<file path="config.mk">
export PLATFORM = sky130hd
export DESIGN_NAME = serial_add_ctrl
export DESIGN_NICKNAME = d
export VERILOG_FILES = /design/src/rtl/serial_add_ctrl.sv
export SDC_FILE = /design/constraint.sdc
export NUM_CORES = 1
export LEC_CHECK = 0
export CAP_MARGIN = 5
export CELL_PAD_IN_SITES_DETAIL_PLACEMENT = 0
export CELL_PAD_IN_SITES_GLOBAL_PLACEMENT = 2
export CORE_MARGIN = 2
export CORE_UTILIZATION = 33
export CTS_CLUSTER_SIZE = 20
export DETAILED_ROUTE_END_ITERATION = 16
export GPL_TIMING_DRIVEN = 0
export PLACE_DENSITY_LB_ADDON = 0.1
export SYNTH_ARGS = -nofsm -noshare
export SYNTH_HDL_FRONTEND = slang
export SYNTH_SLANG_ARGS = --single-unit
export TNS_END_PERCENT = 10
</file>
<file path="constraint.sdc">
create_clock -name clk -period 1.7 [get_ports clk]
set_input_delay 0.34 -clock clk [delete_from_list [all_inputs] [get_ports clk]]
set_output_delay 0.34 -clock clk [all_outputs]
set_load 0.01 [all_outputs]
</file>
<file path="src/rtl/serial_add_ctrl.sv">
// serial_add_ctrl: bit-serial adder controller.
// Adds two WIDTH-bit operands plus a carry-in with one full-adder cell over
// WIDTH cycles. The adder is started with start and signals completion with a
// one-cycle done pulse.
//
// Optional feature: define SERIAL_ADD_SUB_EN to add the sub port. With sub=1
// the block computes a - b. cout=1 then means no borrow.
//
// Ports:
//   clk    rising-edge clock
//   rst_n  asynchronous active-low reset
//   start  request, sampled while busy=0
//   a, b   operands, captured on the accepting edge
//   cin    carry-in, captured on the accepting edge
//   sub    subtract request (SERIAL_ADD_SUB_EN only)
//   busy   high while bits are being processed
//   done   one-cycle pulse, sum/cout valid
//   sum    registered result
//   cout   registered carry-out of bit WIDTH-1
module serial_add_ctrl #(
  parameter int unsigned WIDTH = 4
) (
  input  logic             clk,
  input  logic             rst_n,
  input  logic             start,
  input  logic [WIDTH-1:0] a,
  input  logic [WIDTH-1:0] b,
  input  logic             cin,
`ifdef SERIAL_ADD_SUB_EN
  input  logic             sub,
`endif
  output logic             busy,
  output logic             done,
  output logic [WIDTH-1:0] sum,
  output logic             cout
);

  localparam int unsigned CW = $clog2(WIDTH) + 1;

  typedef enum logic [1:0] {
    S_IDLE = 2'd0,
    S_RUN  = 2'd1,
    S_DONE = 2'd2
  } state_t;

  state_t           state, state_nxt;
  logic [WIDTH-1:0] opa, opb, res, res_nxt;
  logic [WIDTH-1:0] opb_load;
  logic             carry, carry_load;
  logic [CW-1:0]    cnt;
  logic             load, shift, last;
  logic             fa_s, fa_c;

  // State register
  always_ff @(posedge clk or negedge rst_n) begin
    if (!rst_n) state <= S_IDLE;
    else        state <= state_nxt;
  end

  // Next-state logic
  always_comb begin
    state_nxt = state;
    case (state)
      S_IDLE:  if (start) state_nxt = S_RUN;
      S_RUN:   if (last)  state_nxt = S_DONE;
      S_DONE:  state_nxt = start ? S_RUN : S_IDLE;
      default: state_nxt = S_IDLE;
    endcase
  end

  // Datapath control strobes
  always_comb begin
    load  = 1'b0;
    shift = 1'b0;
    last  = 1'b0;
    case (state)
      S_IDLE, S_DONE: load = start;
      S_RUN: begin
        shift = 1'b1;
        last  = (cnt == CW'(WIDTH - 1));
      end
      default: ;
    endcase
  end

  // Subtraction loads the inverted B operand and forces the carry-in, which gives two's complement.
`ifdef SERIAL_ADD_SUB_EN
  assign opb_load   = sub ? ~b : b;
  assign carry_load = sub ? 1'b1 : cin;
`else
  assign opb_load   = b;
  assign carry_load = cin;
`endif

  // Single full-adder cell on the LSBs of the operand shift registers
  assign fa_s = opa[0] ^ opb[0] ^ carry;
  assign fa_c = (opa[0] & opb[0]) | (opa[0] & carry) | (opb[0] & carry);

  // New sum bit enters from the MSB side; the WIDTH+1-bit form also covers WIDTH=1
  assign res_nxt = WIDTH'({fa_s, res} >> 1);

  // Operand/result shift registers, carry, counter and registered outputs
  always_ff @(posedge clk or negedge rst_n) begin
    if (!rst_n) begin
      busy  <= 1'b0;
      done  <= 1'b0;
      sum   <= '0;
      cout  <= 1'b0;
      opa   <= '0;
      opb   <= '0;
      res   <= '0;
      carry <= 1'b0;
      cnt   <= '0;
    end else begin
      busy <= (state_nxt == S_RUN);
      done <= (state_nxt == S_DONE);
      if (load) begin
        opa   <= a;
        opb   <= opb_load;
        carry <= carry_load;
        cnt   <= '0;
      end else if (shift) begin
        opa   <= opa >> 1;
        opb   <= opb >> 1;
        res   <= res_nxt;
        carry <= fa_c;
        cnt   <= cnt + CW'(1);
        if (last) begin
          sum  <= res_nxt;
          cout <= fa_c;
        end
      end
    end
  end

endmodule

</file>
==> summary.log <==
INFO  sta            final_max_slew_viol_count=0
INFO  layout         area_delta_synth_final=24.52%
INFO  synthesis      average_instance_area_after_synthesis=11.76squm
INFO  critical_path  r2r-start=cnt[0]
INFO  critical_path  reg2reg_to=sum[0]
INFO  synthesis      number_of_synthesis_warnings=0
INFO  placement      hpwlAfterDp=1.566mm
INFO  route          detailroute.via_count=729
INFO  pwr            intPower=1.547mW
INFO  pwr            sw_share=35.33%
INFO  critical_path  critical_path.startpoint_type=flip-flop
INFO  cts            clk_pin_slew=0.13ns
INFO  cts            ctsHtreeMaxLevel=1
INFO  sta            timing.max_slew.rel_slack=27.99%
INFO  route          route.detailed.vias_per_inst=4.472
INFO  cts            tritoncts.num_buffers=3
INFO  global_routing initial_antenna_violation_count=0
INFO  placement      finalWeightedCongestion=0.7095
INFO  route          postRouteAntennaNets=0
INFO  synthesis      largest_cells_by_area_after_synthesis=sky130_fd_sc_hd__dfrtp_1 (54%), sky130_fd_sc_hd__mux2i_1 (6.3%), sky130_fd_sc_hd__mux2_4 (4.0%), sky130_fd_sc_hd__a211oi_1 (3.4%), sky130_fd_sc_hd__nand2_1 (3.4%)
INFO  synthesis      gate_count_of_the_mapped_netlist=95
INFO  synthesis      post_synth_instance_area=1117squm
INFO  layout         nNetsFinal=133
INFO  critical_path  path_buf_inv=1
INFO  critical_path  critical_path_required=1.36ns
INFO  hold_path      hold_path.class=flip-flop to flip-flop
INFO  cts            clkLatencyLatePin=0.31ns
INFO  critical_path  timing.critical_path.arrival=1.22ns
INFO  synthesis      mappedNetlistNets=110
INFO  placement      port-buffer-count=18
INFO  pwr            vdd_ir_drop_max=0.5067mV
INFO  layout         finalNonFillerCells=163
INFO  sta            report.final.hold_viol_count=0
INFO  die            die_height=62.19microns
INFO  global_routing grt_usage=12.57%
INFO  die            rows=21
INFO  sta            final-setup-viol-count=0
INFO  global_routing grt_start_max_net_pins=25
INFO  hold_path      min_delay_worst_endpoint=res[1]
INFO  critical_path  crit_fanout=2
INFO  die            die_boundary_width=62.19microns
INFO  placement      post-place-cells=159
INFO  critical_path  critical_path.cell_chain=clkdlybuf4s50_1
INFO  global_routing grt_pass1_vias=769
INFO  critical_path  path_class=flip-flop to primary output
INFO  die            design.portCount=19
INFO  sta            clock-skew-final=0.001414ns
INFO  die            design.die.area=3867squm
INFO  die            standard_cell_core_area=3284squm
INFO  cts            cts_tree=done
INFO  synthesis      yosysSeqAreaShare=53.75%
INFO  synthesis      synth_top_cell_area_share=53.75%
INFO  critical_path  critical_path.slowest_cell=sky130_fd_sc_hd__clkdlybuf4s50_1
INFO  pwr            power_leakage=0.6197nW
INFO  synthesis      ys_types=25
INFO  layout         core_utilization_of_the_finished_layout=42.36%
INFO  critical_path  max_stage_delay=0.54ns
INFO  layout         diodes=0
INFO  pwr            share_of_power_burned_in_the_clock_network=12.6%
INFO  die            initial_utilization=34.02%
INFO  route          drt_iter0_markers=24
INFO  synthesis      synth.largest_area_cell=sky130_fd_sc_hd__dfrtp_1
INFO  cts            cts_hold_bufs=0
INFO  critical_path  ff2ff_path_depth=5
INFO  pwr            power.net_switching=0.8454mW
INFO  layout         final_layout_size_suffix_gt1_share=14.53%
INFO  route          detail_route.wirelength=2.144mm
INFO  cts            cts_num_sinks=24
INFO  sta            maxClockFrequency=641.9MHz
INFO  global_routing total_overflow_reported_by_the_global_router=0
INFO  sta            worst-slew-pin-transition=1.077ns
INFO  pwr            cellPowerDensity=1720nW/um^2
INFO  cts            ctsRootBufferMaster=sky130_fd_sc_hd__clkbuf_4
INFO  synthesis      register_bit_count_reported_by_yosys=24
INFO  cts            post-cts-setup-buffers=0
INFO  pwr            logic_gate_share_of_total_power=45.1%
INFO  cts            maximum_clock_path_buffer_count=2
INFO  route          drt_drc_violations_left=0
INFO  route          wire_per_inst=13.15microns
INFO  critical_path  cpLargestDelayFamily=buffers and inverters
INFO  route          drtPass1Iterations=4
INFO  sta            fin_crit_sh=91.65%
INFO  critical_path  regToRegSetupSlack=0.26ns
INFO  sta            period_minus_slack=1.558ns
INFO  critical_path  timing.critical_path.to_type=primary output
INFO  pwr            power.sequential.fraction=42.3%
INFO  run            max_cap_violations=0
INFO  hold_path      startpoint_of_the_most_critical_hold_path=res[1]
INFO  hold_path      timing.hold.worst_path_depth=2
INFO  global_routing grt_pass1_wl=3.919mm
INFO  sta            grt_setup_unrepaired=no
INFO  cts            cts-resized-gates=0
INFO  status         status=finished, final reports clean
==> area by class of cell <==
| class | instances | area [sq um] |
|---|---|---|
| Clock buffer | 4 | 36.28 |
| Multi-Input combinational cell | 62 | 466.7 |
| Inverter | 5 | 21.27 |
| Tap cell | 46 | 57.56 |
| Timing Repair Buffer | 18 | 180.2 |
| Sequential cell | 24 | 600.6 |
| Fill cell | 324 | 1893 |
| Buffer | 4 | 28.78 |
==> worst max path at each step <==
stage,start,to,slack [ns],cells past startpoint
floorplan,cnt[0],sum[0],0.36,5
global placement,rst_n,cout,-0.05,1
detailed placement,rst_n,cout,-0.03,1
CTS,sum[0],sum[0],0.11,1
global route,sum[2],sum[2],0.07,1
finish,sum[0],sum[0],0.14,1
==> cell families (layout without fill, tap and decap cells) <==
family / Yosys count / in the layout / share of synthesized area (%)
buffers and inverters: 9 / 31 / 4.479
AND/OR/NAND/NOR: 22 / 22 / 10.75
AO/OA/AOI/OAI: 23 / 23 / 12.88
adder cells (fa/ha/maj): 3 / 3 / 4.031
multiplexers: 13 / 13 / 13.33
flip-flops: 24 / 24 / 53.75
XOR/XNOR: 1 / 1 / 0.7840
==> synth_stat cells <==
library cell / number
sky130_fd_sc_hd__dfrtp_1: 24
sky130_fd_sc_hd__nand2_1: 10
sky130_fd_sc_hd__a21oi_1: 7
sky130_fd_sc_hd__mux2i_1: 7
sky130_fd_sc_hd__a211oi_1: 5
sky130_fd_sc_hd__nor2b_1: 5
sky130_fd_sc_hd__o21ai_0: 5
sky130_fd_sc_hd__inv_1: 4
sky130_fd_sc_hd__a22o_1: 3
sky130_fd_sc_hd__mux2_2: 3
sky130_fd_sc_hd__mux2_4: 3
sky130_fd_sc_hd__buf_2: 2
sky130_fd_sc_hd__ha_1: 2
sky130_fd_sc_hd__nand2b_1: 2
sky130_fd_sc_hd__nand3_1: 2
sky130_fd_sc_hd__o22ai_1: 2
sky130_fd_sc_hd__a21o_1: 1
sky130_fd_sc_hd__buf_4: 1
sky130_fd_sc_hd__buf_6: 1
sky130_fd_sc_hd__fa_1: 1
sky130_fd_sc_hd__inv_4: 1
sky130_fd_sc_hd__nand2_4: 1
sky130_fd_sc_hd__nor2_1: 1
sky130_fd_sc_hd__nor2b_4: 1
sky130_fd_sc_hd__xnor2_1: 1
==> cells in the final DEF (no fill, tap or decap) <==
cell type	Yosys	final
sky130_fd_sc_hd__nor2b_4	1	1
sky130_fd_sc_hd__inv_1	4	4
sky130_fd_sc_hd__mux2_4	3	3
sky130_fd_sc_hd__buf_4	1	1
sky130_fd_sc_hd__o22ai_1	2	2
sky130_fd_sc_hd__nor2_1	1	1
sky130_fd_sc_hd__fa_1	1	1
sky130_fd_sc_hd__nand2_4	1	1
sky130_fd_sc_hd__nand2b_1	2	2
sky130_fd_sc_hd__mux2i_1	7	7
sky130_fd_sc_hd__clkbuf_8	0	1
sky130_fd_sc_hd__dfrtp_1	24	24
sky130_fd_sc_hd__buf_2	2	2
sky130_fd_sc_hd__a211oi_1	5	5
sky130_fd_sc_hd__a21oi_1	7	7
sky130_fd_sc_hd__ha_1	2	2
sky130_fd_sc_hd__a21o_1	1	1
sky130_fd_sc_hd__nor2b_1	5	5
sky130_fd_sc_hd__xnor2_1	1	1
sky130_fd_sc_hd__buf_6	1	1
sky130_fd_sc_hd__a22o_1	3	3
sky130_fd_sc_hd__clkbuf_4	0	3
sky130_fd_sc_hd__inv_4	1	1
sky130_fd_sc_hd__mux2_2	3	3
sky130_fd_sc_hd__nand2_1	10	10
sky130_fd_sc_hd__clkdlybuf4s50_1	0	18
sky130_fd_sc_hd__nand3_1	2	2
sky130_fd_sc_hd__o21ai_0	5	5
==> per-layer routing <==
| metal | global-route usage (%) | routed length [microns] | part of all wire [%] | vias up |
|---|---|---|---|---|
| met2 | 19.57 | 965 | 45 | 10 |
| met3 | 2.355 | 65 | 3.0 | 2 |
| met4 | 4.167 | 19 | 0.89 | 0 |
| met1 | 17.74 | 1095 | 51 | 345 |
| met5 | 0 | 0 | 0 | - |
| li1 | - | - | - | 372 |
==> flip-flops by register name, indices dropped and copies added, names as in the netlist <==
signal,flops
busy,1
carry,1
cnt,3
cout,1
done,1
opa,4
opb,4
res,3
state,2
sum,4
==> power by group through the flow <==
stage / registers [mW] / logic (mW) / clock network [mW]
after floorplan: 1.02 / 0.718 / 0
after global placement: 1.02 / 1.08 / 0
after detailed placement: 1.03 / 1.10 / 0
after CTS: 1.02 / 1.10 / 0.322
after global routing: 1.06 / 1.22 / 0.336
final: 1.01 / 1.08 / 0.300
==> metrics by stage <==
stage	setup slack, ns	hold slack, ns	power [mW]	area, sq um	setup TNS [ns]
after floorplan	0.3634	0.04441	1.740	1117	0
after global placement	-0.05025	0.4666	2.098	1355	-1.171
after detailed placement	-0.02721	0.4754	2.129	1355	-0.6208
after CTS	0.1118	0.5079	2.443	1391	0
after global routing	0.07263	0.5216	2.614	1391	0
final	0.1420	0.5044	2.393	1391	0
Note: power is estimated with default switching activity, not from simulation.
